File: src/rtl/led_seq_pkg.sv
// Shared types and constants for the LED sequencer.
// Macro LED_SEQ_PONG_EN adds the ping-pong states and maps mode 11 to them.
package led_seq_pkg;

   // Rate limit Rn = 2^(NB_COUNTER - RATE_EXP_OFSn) - 1
   localparam int unsigned RATE_EXP_OFS0 = 10;
   localparam int unsigned RATE_EXP_OFS1 = 11;
   localparam int unsigned RATE_EXP_OFS2 = 12;
   localparam int unsigned RATE_EXP_OFS3 = 13;

   typedef enum logic [1:0] {
      MODE_SHL   = 2'b00,
      MODE_SHR   = 2'b01,
      MODE_FLASH = 2'b10,
      MODE_PONG  = 2'b11
   } mode_e;

   typedef enum logic [2:0] {
      ST_IDLE    = 3'd0,
      ST_SHL     = 3'd1,
      ST_SHR     = 3'd2,
      ST_FLASH   = 3'd3
`ifdef LED_SEQ_PONG_EN
      ,
      ST_PONG_UP = 3'd4,
      ST_PONG_DN = 3'd5
`endif
   } state_e;

   // Without ping-pong support, mode 11 falls back to shift-left.
   function automatic state_e mode_to_state(input mode_e mode);
      state_e st;
      st = ST_SHL;
      case (mode)
         MODE_SHR:   st = ST_SHR;
         MODE_FLASH: st = ST_FLASH;
`ifdef LED_SEQ_PONG_EN
         MODE_PONG:  st = ST_PONG_UP;
`endif
         default:    st = ST_SHL;
      endcase
      return st;
   endfunction

endpackage

File: src/rtl/led_sequencer_rate_tick.sv
// Free-running rate counter producing a registered one-cycle tick every limit+1
// enabled cycles; the limit is chosen from four power-of-two rates.
module rate_tick
   import led_seq_pkg::*;
#(
   parameter int NB_COUNTER = 32
) (
   input  logic       clock,
   input  logic       i_reset,
   input  logic       i_enable,
   input  logic [1:0] i_rate,
   input  logic       i_clear,
   output logic       o_tick
);

   logic [NB_COUNTER-1:0] count_q, count_d;
   logic [NB_COUNTER-1:0] limit;
   logic                  tick_q, tick_d;

   always_comb begin
      limit = {NB_COUNTER{1'b1}} >> RATE_EXP_OFS0;
      case (i_rate)
         2'd0:    limit = {NB_COUNTER{1'b1}} >> RATE_EXP_OFS0;
         2'd1:    limit = {NB_COUNTER{1'b1}} >> RATE_EXP_OFS1;
         2'd2:    limit = {NB_COUNTER{1'b1}} >> RATE_EXP_OFS2;
         default: limit = {NB_COUNTER{1'b1}} >> RATE_EXP_OFS3;
      endcase
   end

   // NOTE: every signal assigned in always_comb gets a default first so no latch is inferred.
   always_comb begin
      count_d = count_q;
      tick_d  = tick_q;
      if (i_clear) begin
         count_d = '0;
         tick_d  = 1'b0;
      end else if (i_enable) begin
         // >= so that switching to a smaller limit mid-count fires at once
         if (count_q >= limit) begin
            count_d = '0;
            tick_d  = 1'b1;
         end else begin
            count_d = count_q + NB_COUNTER'(1);
            tick_d  = 1'b0;
         end
      end
   end

   // NOTE: state registers use non-blocking assignments and a synchronous reset sampled on clock.
   always_ff @(posedge clock) begin
      if (i_reset) begin
         count_q <= '0;
         tick_q  <= 1'b0;
      end else begin
         count_q <= count_d;
         tick_q  <= tick_d;
      end
   end

   assign o_tick = tick_q;

endmodule

File: src/rtl/led_sequencer.sv
// LED pattern sequencer: shift-left, shift-right, flash and (with LED_SEQ_PONG_EN)
// ping-pong patterns stepped by the rate_tick pulse.
module led_sequencer
   import led_seq_pkg::*;
#(
   parameter int NB_LEDS    = 4,
   parameter int NB_COUNTER = 32
) (
   input  logic               clock,
   input  logic               i_reset,
   input  logic [2:0]         i_sw,
   input  logic [1:0]         i_mode,
   input  logic               i_mode_load,
   output logic [NB_LEDS-1:0] o_led,
   output logic               o_tick,
   output logic [2:0]         o_state
);

   state_e             state_q, state_d;
   logic [NB_LEDS-1:0] led_q, led_d;
   logic               tick;
   logic               run;

   // Idle never counts, so no tick can appear until a mode is loaded.
   assign run = i_sw[0] && (state_q != ST_IDLE);

   rate_tick #(
      .NB_COUNTER (NB_COUNTER)
   ) u_rate_tick (
      .clock    (clock),
      .i_reset  (i_reset),
      .i_enable (run),
      .i_rate   (i_sw[2:1]),
      .i_clear  (i_mode_load),
      .o_tick   (tick)
   );

   always_comb begin
      state_d = state_q;
      led_d   = led_q;
      if (i_mode_load) begin
         // A load wins over a coincident tick; the tick is discarded.
         state_d = mode_to_state(mode_e'(i_mode));
         case (state_d)
            ST_SHR:   led_d = {1'b1, {(NB_LEDS-1){1'b0}}};
            ST_FLASH: led_d = '0;
            default:  led_d = NB_LEDS'(1);
         endcase
      end else if (run && tick) begin
         case (state_q)
            ST_SHL:     led_d = {led_q[NB_LEDS-2:0], led_q[NB_LEDS-1]};
            ST_SHR:     led_d = {led_q[0], led_q[NB_LEDS-1:1]};
            ST_FLASH:   led_d = ~led_q;
`ifdef LED_SEQ_PONG_EN
            ST_PONG_UP: begin
               led_d = led_q << 1;
               if (led_d[NB_LEDS-1]) state_d = ST_PONG_DN;
            end
            ST_PONG_DN: begin
               led_d = led_q >> 1;
               if (led_d[0]) state_d = ST_PONG_UP;
            end
`endif
            default:    led_d = led_q;
         endcase
      end
   end

   always_ff @(posedge clock) begin
      if (i_reset) begin
         state_q <= ST_IDLE;
         led_q   <= '0;
      end else begin
         state_q <= state_d;
         led_q   <= led_d;
      end
   end

   assign o_led   = led_q;
   assign o_tick  = tick;
   assign o_state = state_q;

endmodule

File: config.mk
export PLATFORM = sky130hd
export DESIGN_NAME = led_sequencer
export DESIGN_NICKNAME = d
export VERILOG_FILES = /design/src/rtl/led_seq_pkg.sv /design/src/rtl/led_sequencer_rate_tick.sv /design/src/rtl/led_sequencer.sv
export SDC_FILE = /design/constraint.sdc
export NUM_CORES = 1
export LEC_CHECK = 0
export ABC_CLOCK_PERIOD_IN_PS = 4350
export BUFFER_PORTS_ARGS = -buffer_cell sky130_fd_sc_hd__buf_2
export CAP_MARGIN = 0
export CORE_MARGIN = 5
export CORE_UTILIZATION = 50
export DETAILED_ROUTE_END_ITERATION = 8
export HOLD_SLACK_MARGIN = 0.03
export PLACE_DENSITY = 0.68
export REMOVE_ABC_BUFFERS = 1
export SLEW_MARGIN = 10
export SYNTH_ARGS = -nofsm -noshare
export SYNTH_HDL_FRONTEND = slang
export SYNTH_HIERARCHICAL = 1
export SYNTH_SLANG_ARGS = --single-unit
File: constraint.sdc
create_clock -name clock -period 4.35 [get_ports clock]
set_input_delay 0 -clock clock [delete_from_list [all_inputs] [get_ports clock]]
set_output_delay 0 -clock clock [all_outputs]
set_load 0.1 [all_outputs]
---- Yosys cells after proc, flatten, opt, wreduce, memory -nomap -nowiden ----
Cells that the tools add are included.
operators by class
  bitwise logic cells ..................... 1
  mux-type cells .......................... 9
  eq/ne operators ......................... 9
  reduce and logical (&&, ||, !) cells .... 8
  add/sub/neg operators ................... 1
  $mul .................................... 0
  div/mod/pow operators ................... 0
  shift operators ......................... 0
  order comparisons ....................... 1
operators with widths
  kind                                            count
  one-hot mux 22 bit (3 select lines)             1
  adder 32 x 1 -> 32 bit (second input constant)  1
  >= comparator 32 x 22 -> 1 bit                  1
  2-to-1 mux 32 bit                               1
  == test 3 x 2 -> 1 bit (second input constant)  4
  one-hot mux 4 bit (3 select lines)              1
  2-to-1 mux 4 bit                                2
  one-hot mux 4 bit (2 select lines)              1
  == test 2 x 1 -> 1 bit (second input constant)  2
  == test 2 bit (second input constant)           2
  inverter 4 bit                                  1
  one-hot mux 2 bit (2 select lines)              1
  nonzero test 4 bit                              1
  == test 3 x 1 -> 1 bit (second input constant)  1
  2-to-1 mux 3 bit                                1
  nonzero test 3 bit                              1
  logical AND 1 bit                               2
  logical NOT 2 bit                               1
  AND reduction 2 bit                             1
  nonzero test 2 bit                              1
  OR reduction 2 bit                              1
  2-to-1 mux 1 bit                                1
word-level totals
  word-level logic and storage cells ...... 33
  output and inout port bits .............. 8
  bits of input ports ..................... 8
  register bits after elaboration ......... 40
  bits in read-only memories .............. 0
  memories ................................ 0
  bits in latches ......................... 0
  memory bits (writable) .................. 0

---- Longest topological paths before layout ----
Gate-level depths: netlist of the first run.
  depth in word-level cells ............... 6
  gate-level depth with buffers ........... 10
  gate-level depth less buffers ........... 7

---- By module ----
The synthesis of the first run kept the hierarchy.
by module, submodules not included
  module         instances  cells an instance  sequential area each (sq um)  area an instance (sq um)
  rate_tick      1          176                660.6                         1680.4
  led_sequencer  1          46                 120.1                         409.1

---- Worst setup path after synthesis of the first run ----
Ideal clock, no wire load.
  kind .................................... register to register
  start point ............................. reg state_q[0], in the netlist o_state[0]
  end point ............................... reg u_rate_tick.count_q[20]
  period minus slack after synthesis ...... 2.847 ns
  buffers on the path ..................... 2
  setup slack ............................. 1.503 ns
  arrival time ............................ 2.777 ns
  setup time .............................. 0.070 ns
  cell stages (with the launch flop) ...... 9
  cell sequence ........................... dfxtp_1 -> buf_4 -> o21a_4 -> buf_4 -> nand4_1 -> nor3_2 -> nand2_1 -> or4_1 -> a21oi_1
on the way
  longest elaborated chain between the ends .. 2
RTL lines
  what                    line                           text
  from (decl)             led_sequencer.sv:19            state_e state_q, state_d;
  from (signal assigned)  led_sequencer.sv:74            state_q <= state_d;
  nonzero test 3 bit      led_sequencer.sv:25            assign run = i_sw[0] && (state_q != ST_IDLE);
  logical AND 1 bit       led_sequencer.sv:25
  named net run           led_sequencer.sv:22            logic run;
  to (signal assigned)    led_sequencer_rate_tick.sv:55  count_q <= count_d;
  to (decl)               led_sequencer_rate_tick.sv:16  logic [NB_COUNTER-1:0] count_q, count_d;
The timed path passes the listed nets, and every way through them passes these cells.
A chain may end at the register's enable or synchronous reset.

---- Worst setup path after layout of the first run ----
  start point ............................. reg state_q[1], in the netlist o_state[1]
  end point ............................... reg u_rate_tick.count_q[11]
Same word-level chain as after synthesis.

==> results of run 1 <==
==> worst max-delay path by stage <==
stage | start | end | slack [ns] | cells after the start
after floorplan | o_state[1]$_SDFFE_PP0P_ | u_rate_tick/count_q[0]$_SDFFE_PP0P_ | 1.45 | 6
after global placement | o_state[1]$_SDFFE_PP0P_ | u_rate_tick/count_q[3]$_SDFFE_PP0P_ | 1.69 | 6
after detailed placement | o_state[1]$_SDFFE_PP0P_ | u_rate_tick/count_q[11]$_SDFFE_PP0P_ | 1.66 | 6
final | o_state[1]$_SDFFE_PP0P_ | u_rate_tick/count_q[11]$_SDFFE_PP0P_ | 1.65 | 6
after global routing | o_state[1]$_SDFFE_PP0P_ | u_rate_tick/count_q[10]$_SDFFE_PP0P_ | 1.38 | 6
after CTS | o_state[1]$_SDFFE_PP0P_ | u_rate_tick/count_q[11]$_SDFFE_PP0P_ | 1.64 | 6
==> worst register-to-register path: cells and delay by family, from the launching register on <==
family	cells	cell delay, ns
simple gates	5	1.71
compound gates	1	0.30
flops	1	0.55
==> layout make-up <==
type | instances | area share, %
multi-input combinational | 169 | 53.19
inverter | 4 | 0.6593
clock inverter | 2 | 1.538
tap | 50 | 2.747
clock buffer | 6 | 3.626
sequential | 39 | 34.29
timing repair buffer | 16 | 3.956
==> stage by stage <==
step                      std cells  instance area [um^2]  utilization [%]
after detailed placement        276                  2140            53.11
after floorplan                 212                  2007                -
after CTS                       286                  2277            56.52
final                           286                  2277            56.52
after global routing            286                  2277            56.52
after global placement          276                  2140            53.11
==> power by group <==
part	internal, W	switching [W]	total, W
Clock	0.000186	0.000127	0.000313
Sequential	0.000360	0.00000660	0.000367
Combinational	0.0000154	0.0000464	0.0000617
==> cell usage after synthesis, types with 2 or more instances <==
master    instances  area share, %
a211o_1           2           0.84
a211oi_1          3            1.1
a21o_1            2           0.72
a21oi_1          10            2.4
and2_1            2           0.60
and3_1            2           0.60
and4_1            4            1.7
buf_2             2           0.48
buf_4             3            1.1
buf_6             2            1.1
clkbuf_1          2           0.36
dfxtp_1          39             37
ha_1              6            3.6
inv_1             4           0.72
nand2_1          16            2.9
nand3_1          13            3.1
nand4_1          10            3.0
nor2_1           25            4.5
nor2_4           10            5.4
nor4_4            2            2.0
o21ai_0          10            2.4
or2_2             2           0.60
or3_1             6            1.8
or4_4             2            1.1
xnor2_1           7            2.9
xor2_1           17            7.1
==> per-layer routing <==
layer  up-vias  wire length (um)
met5         -                 0
met4         0                89
met3        15               148
met2        29              1859
met1       719              1795
li1        802                 -
==> cell families (layout without fill, tap and decap cells) <==
| kind of cell | Yosys count | after routing | share of synthesized area [%] |
|---|---|---|---|
| XOR/XNOR | 24 | 24 | 10.06 |
| flip-flops | 39 | 39 | 37.37 |
| AO/OA/AOI/OAI | 36 | 36 | 13.17 |
| AND/OR/NAND/NOR | 101 | 101 | 30.48 |
| multiplexers | 1 | 1 | 0.4791 |
| adder cells (fa/ha/maj) | 6 | 6 | 3.593 |
| buffers and inverters | 14 | 28 | 4.670 |
| other | 1 | 1 | 0.1795 |
==> cell usage in the layout (no fill, tap or decap), types with 3 or more instances in the layout <==
cell type and count:
dfxtp_1 39, nor2_1 25, xor2_1 17, nand2_1 16
buf_2 14, nand3_1 13, a21oi_1 10, o21ai_0 10
nand4_1 10, nor2_4 10, xnor2_1 7, ha_1 6
clkbuf_8 6, or3_1 6, inv_1 4, and4_1 4
a211oi_1 3
==> sequential cells by signal (all words and copies together), names as in the netlist <==
name	flops
u_rate_tick/count_q	32
o_led	4
o_state	2
u_rate_tick/o_tick	1
==> what timing repair did <==
item	CTS	global route
resized for setup	0	0
hold buffers	2	0
endpoints found under the hold margin	6	0
setup buffers	0	0
setup endpoints to repair	0	0
==> results_tabular.tex, run 1 <==
\begin{tabular}{lr}
\hline
Metric & Value \\
\hline
\multicolumn{2}{l}{\textbf{Outcome}} \\
Run status & finished, final reports clean \\
\multicolumn{2}{l}{\textbf{Timing}} \\
Worst hold slack & 0.05698 ns \\
Setup total negative slack & 0 ns \\
RSZ-0062 raised after global routing & false \\
Measured slew at the worst slew-check pin & 0.9089 ns \\
Setup-violating endpoint count in the final report & 0 \\
Final hold violation count & 0 \\
Count of pins over their slew limit & 0 \\
Max-Slew Margin vs Limit & 39.34\% \\
Achievable clock frequency & roughly 370 MHz \\
Worst path setup slack after routing & approximately 1.6 ns \\
Clock tree skew after final layout & 0.005304 ns \\
Part of the cycle the worst path needs & 62.17\% \\
Clock period minus worst slack & 2.704 ns \\
\multicolumn{2}{l}{\textbf{Global route}} \\
Most heavily used metal layer in global routing & met2 \\
Maximum number of pins on one net before global-route repair & 30 \\
Met1 usage & 20.40\% \\
All-layer global routing usage & 15.75\% \\
Met3 routing resource usage after global routing & between 4 and 5\% \\
Met2 track utilization from global routing & between 20\% and 30\% \\
Antenna violations before repair & 0 \\
Vias in the first global route & $\sim$1400 \\
First-pass GRT wire length & 6.679 mm \\
Total congestion overflow after global routing & 0 \\
\multicolumn{2}{l}{\textbf{Logic synthesis}} \\
Mapped Avg Cell Area & 9.412 um\^{}2 \\
Sequential-to-total area share from yosys stat & 37.37\% \\
Cell area after technology mapping & between 2000 and 2500 um\^{}2 \\
Fraction of registers with async set or reset after synthesis & 0\% \\
Post-synth EDFFs & 0 \\
Warnings, synthesis & 6 \\
Yosys cell types & 45 \\
Post-synthesis instance total & 222 \\
Primary FF master, synth & dfxtp\_1 \\
Flip-flop and latch count after synthesis & 39 \\
\multicolumn{2}{l}{\textbf{Setup path}} \\
Data arrival time of the critical path & between 2 and 3 ns \\
Highest fanout seen on the critical path & 29 \\
Critical Path Start Type & flip-flop \\
Critical Path RT & around 4.5 ns \\
Setup slack of the worst register-to-register path & about 1.6 ns \\
Crit-path leading delay family & simple AND/OR/NAND/NOR gates \\
Stage delay of the slowest cell on the critical path & 0.65 ns \\
Crit path cell chain & o21a\_4 -> nand4\_1 -> nor3\_2 -> nand3\_1 -> nand3\_2 -> nor2\_1 \\
Category of the worst setup path capture point & flip-flop \\
Reg2Reg Capture Point & u\_rate\_tick/count\_q[11]\$\_SDFFE\_PP0P\_ \\
CP bufs+invs & 0 \\
Crit path kind & flip-flop to flip-flop \\
Reg2reg start & o\_state[1]\$\_SDFFE\_PP0P\_ \\
FF-to-FF path depth & 6 \\
Cell with the largest stage delay on the worst path & nand3\_2 \\
\multicolumn{2}{l}{\textbf{CTS}} \\
Num CTS Buffers & 5 \\
Buffer type at the clock tree root & clkbuf\_8 \\
TritonCTS clock tree & yes \\
CTS H-Tree Depth & 2 \\
Number of sinks handled by clock tree synthesis & 39 \\
Clock Path Buffers & 2 \\
CTS clock-pin slew for the worst setup and hold paths & roughly 0.08 ns \\
Clock Latency Late Sink & roughly 0.29 ns \\
\multicolumn{2}{l}{\textbf{Cells and area}} \\
Area of all sequential standard cells & 780.7 um\^{}2 \\
Number of filler cells placed in the layout & 388 \\
Total Nets Final & 249 \\
Fraction of layout instances using a drive strength above 1 & about a fifth \\
Area of the multi-input gates & 1211 um\^{}2 \\
Antenna diode count & 0 \\
Syn-to-layout area delta & 8.982\% \\
\multicolumn{2}{l}{\textbf{Routing}} \\
Total vias in the final route & 1565 \\
Vias/cell & 5.472 \\
DR WL/cell & $\sim$14 um \\
Remaining DRCs & 0 \\
DRC violation total after the first TritonRoute iteration & 90 \\
First-pass DRT Iterations & 4 \\
Antenna-violating nets left & 0 \\
Total wire length after detailed routing & 3.892 mm \\
\multicolumn{2}{l}{\textbf{Die}} \\
Row Count & 23 \\
Vertical die dimension & approximately 75 um \\
Width of the die & 74.65 um \\
Floorplan core area & 4029 um\^{}2 \\
Starting utilization of the core area & 51.86\% \\
Overall die area & 5572 um\^{}2 \\
Number of top-level pins & 16 \\
\multicolumn{2}{l}{\textbf{Placed design}} \\
Detailed placement HPWL & 2.763 mm \\
Count of port buffers added during placement & 14 \\
Routability Congestion & 0.7487 \\
Setup slack after placement & 1.656 ns \\
\multicolumn{2}{l}{\textbf{Worst hold path}} \\
Hold path depth & 2 \\
Critical hold path startpoint & i\_mode\_load \\
Path class of the lowest-slack min-delay path & primary input to flip-flop \\
Worst-case hold path end point & o\_led[2]\$\_SDFFE\_PP0P\_ \\
\multicolumn{2}{l}{\textbf{Pwr}} \\
Post-layout total power & 0.0007409 W \\
Power density over the cells & 325.3 nW/um\^{}2 \\
Static leakage & 0.7979 nW \\
Max VDD drop & 0.1943 mV \\
\multicolumn{2}{l}{\textbf{Flow run}} \\
Max-capacitance violation count & 0 \\
\hline
\end{tabular}
Note: power is estimated with default switching activity, not from simulation.
==> inputs of run 2 (changes only) <==
--- a/config.mk
+++ b/config.mk
@@ -5,7 +5,7 @@
 export SDC_FILE = /design/constraint.sdc
 export NUM_CORES = 1
 export LEC_CHECK = 0
-export ABC_CLOCK_PERIOD_IN_PS = 4350
+export ABC_CLOCK_PERIOD_IN_PS = 2750
 export BUFFER_PORTS_ARGS = -buffer_cell sky130_fd_sc_hd__buf_2
 export CAP_MARGIN = 0
 export CORE_MARGIN = 5
==> constraint.sdc (replaced) <==
create_clock -name clock -period 2.75 [get_ports clock]
set_input_delay 0 -clock clock [delete_from_list [all_inputs] [get_ports clock]]
set_output_delay 0 -clock clock [all_outputs]
set_load 0.1 [all_outputs]
==> run 2 against run 1 <==
Global-route usage is 0.78 points lower. Die area is the same. Final area rose by 0.27%. Sequential cell count did not move. Sequential power rose by 58%. Setup slack got worse by 1.1 ns. Critical path depth increased by 1. Non-clock buffer count is 3 higher. Critical endpoint is now u_rate_tick/count_q[30]$_SDFFE_PP0P_. Largest cell class unchanged.
==> results_tabular.tex, run 2 (synthesis gave the netlist of run 1 again) <==
\begin{tabular}{lr}
\hline
Metric & Value \\
\hline
\multicolumn{2}{l}{\textbf{Routing}} \\
DR WL/cell & roughly 13 um \\
Antenna-violating nets left & 0 \\
Vias/cell & between 5 and 6 \\
Total wire length after detailed routing & 3.641 mm \\
First-pass DRT Iterations & 4 \\
Total vias in the final route & 1554 \\
Remaining DRCs & 0 \\
DRC violation total after the first TritonRoute iteration & 42 \\
\multicolumn{2}{l}{\textbf{Global route}} \\
First-pass GRT wire length & 6.410 mm \\
Antenna violations before repair & 0 \\
Maximum number of pins on one net before global-route repair & 16 \\
Vias in the first global route & roughly 1400 \\
All-layer global routing usage & 14.98\% \\
Total congestion overflow after global routing & 0 \\
\multicolumn{2}{l}{\textbf{CTS}} \\
CTS H-Tree Depth & 2 \\
Post-cts gate resize count & 0 \\
Number of sinks handled by clock tree synthesis & 39 \\
TritonCTS clock tree & yes \\
Num CTS Buffers & 5 \\
Hold-fix buffer count after cts & 1 \\
Clock Latency Late Sink & 0.29 ns \\
CTS clock-pin slew for the worst setup and hold paths & about 0.080 ns \\
Buffer type at the clock tree root & clkbuf\_8 \\
Clock Path Buffers & 2 \\
\# Post-CTS Setup Buffers & 0 \\
\multicolumn{2}{l}{\textbf{Die}} \\
Overall die area & 5572 um\^{}2 \\
Width of the die & 74.65 um \\
Vertical die dimension & 74.65 um \\
Starting utilization of the core area & between 50\% and 60\% \\
Row Count & 23 \\
Number of top-level pins & 16 \\
Floorplan core area & 4029 um\^{}2 \\
\multicolumn{2}{l}{\textbf{Timing}} \\
Part of the cycle the worst path needs & 79.79\% \\
RSZ-0062 raised after global routing & false \\
Clock period minus worst slack & 2.194 ns \\
Achievable clock frequency & 455.8 MHz \\
Count of pins over their slew limit & 0 \\
Setup total negative slack & 0 ns \\
Worst path setup slack after routing & about 0.56 ns \\
Setup-violating endpoint count in the final report & 0 \\
Final hold violation count & 0 \\
Clock tree skew after final layout & 0.007231 ns \\
\multicolumn{2}{l}{\textbf{Pwr}} \\
Switching Power & 0.0002784 W \\
Static leakage & between 0.8 and 0.9 nW \\
Power density over the cells & 482.2 nW/um\^{}2 \\
Sequential share of power & 52.6\% \\
Cell internal power dissipation & 0.0008227 W \\
Clock power share & 38.4\% \\
Logic pwr share & around 9\% \\
Max VDD drop & 0.2889 mV \\
Fraction of power spent switching nets & between 20\% and 30\% \\
\multicolumn{2}{l}{\textbf{Placed design}} \\
Detailed placement HPWL & 2.652 mm \\
Setup slack after placement & 0.5821 ns \\
Count of port buffers added during placement & 14 \\
Routability Congestion & 0.7915 \\
\multicolumn{2}{l}{\textbf{Cells and area}} \\
Top register by number of flip-flops & u\_rate\_tick/count\_q \\
Most common cell after layout, fill and taps aside & dfxtp\_1 \\
Syn-to-layout area delta & 9.281\% \\
Number of filler cells placed in the layout & 379 \\
Fraction of layout instances using a drive strength above 1 & 21.76\% \\
Area of the multi-input gates & 1211 um\^{}2 \\
Largest register FFs & 32 \\
Antenna diode count & 0 \\
Area of all sequential standard cells & $\sim$780 um\^{}2 \\
Total Nets Final & around 250 \\
Commonest cells after routing, fill and taps aside & 39 x dfxtp\_1, 25 x nor2\_1, 17 x xor2\_1 \\
\multicolumn{2}{l}{\textbf{Setup path}} \\
Category of the worst setup path capture point & flip-flop \\
Critical Path Start Type & flip-flop \\
Data arrival time of the critical path & about 2.4 ns \\
Critical Path RT & 2.97 ns \\
Crit path kind & flip-flop to flip-flop \\
Highest fanout seen on the critical path & 11 \\
\multicolumn{2}{l}{\textbf{Flow run}} \\
Max-capacitance violation count & 0 \\
\multicolumn{2}{l}{\textbf{Worst hold path}} \\
Path class of the lowest-slack min-delay path & primary input to flip-flop \\
\multicolumn{2}{l}{\textbf{Outcome}} \\
Run status & finished, final reports clean \\
\hline
\end{tabular}
-- run 2: cell count changes in the layout (fill, tap and decap cells not counted) --
| cell | previous run | this run |
|---|---|---|
| bufinv_16 | 1 | 0 |
| clkbuf_8 | 6 | 7 |
| dlygate4sd3_1 | 2 | 1 |
| clkinvlp_4 | 0 | 1 |
| buf_4 | 0 | 4 |
| clkinv_2 | 1 | 0 |
-- run 2: metal layers --
| layer | global-route usage (%) | up-vias | routed length [um] |
|---|---|---|---|
| met4 | 5.929 | 0 | 62 |
| met5 | 0 | - | 0 |
| met1 | 19.65 | 718 | 1758 |
| met2 | 23.80 | 15 | 1709 |
| met3 | 3.605 | 6 | 112 |
| li1 | - | 815 | - |
-- run 2: final timing paths --
check,depth (start not counted),endpoint,from,slack (ns)
worst min register to register,2,u_rate_tick/count_q[31]$_SDFFE_PP0P_,u_rate_tick/count_q[31]$_SDFFE_PP0P_,0.49
worst max-delay path,7,u_rate_tick/count_q[30]$_SDFFE_PP0P_,o_state[1]$_SDFFE_PP0P_,0.56
worst max register to register,7,u_rate_tick/count_q[30]$_SDFFE_PP0P_,o_state[1]$_SDFFE_PP0P_,0.56
worst min-delay path,3,o_state[1]$_SDFFE_PP0P_,i_mode[0],0.05
-- run 2: critical path: stages, from the launching register on --
cell,delay (ns)
dfxtp_1,0.53
o21a_4,0.29
nand4_1,0.19
nor3_2,0.21
buf_4,0.17
nand3_1,0.19
or3_1,0.40
a21oi_1,0.14
-- run 2: area by class of cell --
type / instances / share of cell area [%]
timing repair buffer: 19 / 4.822
clock inverter: 1 / 0.3288
sequential: 39 / 34.19
clock buffer: 7 / 4.219
multi-input combinational: 169 / 53.04
tap: 50 / 2.740
inverter: 4 / 0.6575
-- run 2: power by group through the flow --
stage | sequential [W] | combinational (W) | clock [W]
detailed placement | 0.000592 | 0.0000979 | 0
floorplan | 0.000622 | 0.0000433 | 0
global placement | 0.000592 | 0.0000974 | 0
finish | 0.000579 | 0.0000988 | 0.000423
global route | 0.000581 | 0.000105 | 0.000466
CTS | 0.000579 | 0.0000992 | 0.000439
-- run 2: stage by stage --
step / std cells / utilization (%) / area (um^2) / hold slack (ns) / power [W]
after detailed placement: 280 / 53.85 / 2170 / 0.3088 / 0.0006904
after global routing: 289 / 56.68 / 2283 / 0.05787 / 0.001152
after global placement: 280 / 53.85 / 2170 / 0.3094 / 0.0006896
after floorplan: 212 / - / 2007 / 0.06625 / 0.0006654
final: 289 / 56.68 / 2283 / 0.05023 / 0.001101
after CTS: 289 / 56.68 / 2283 / 0.03297 / 0.001117
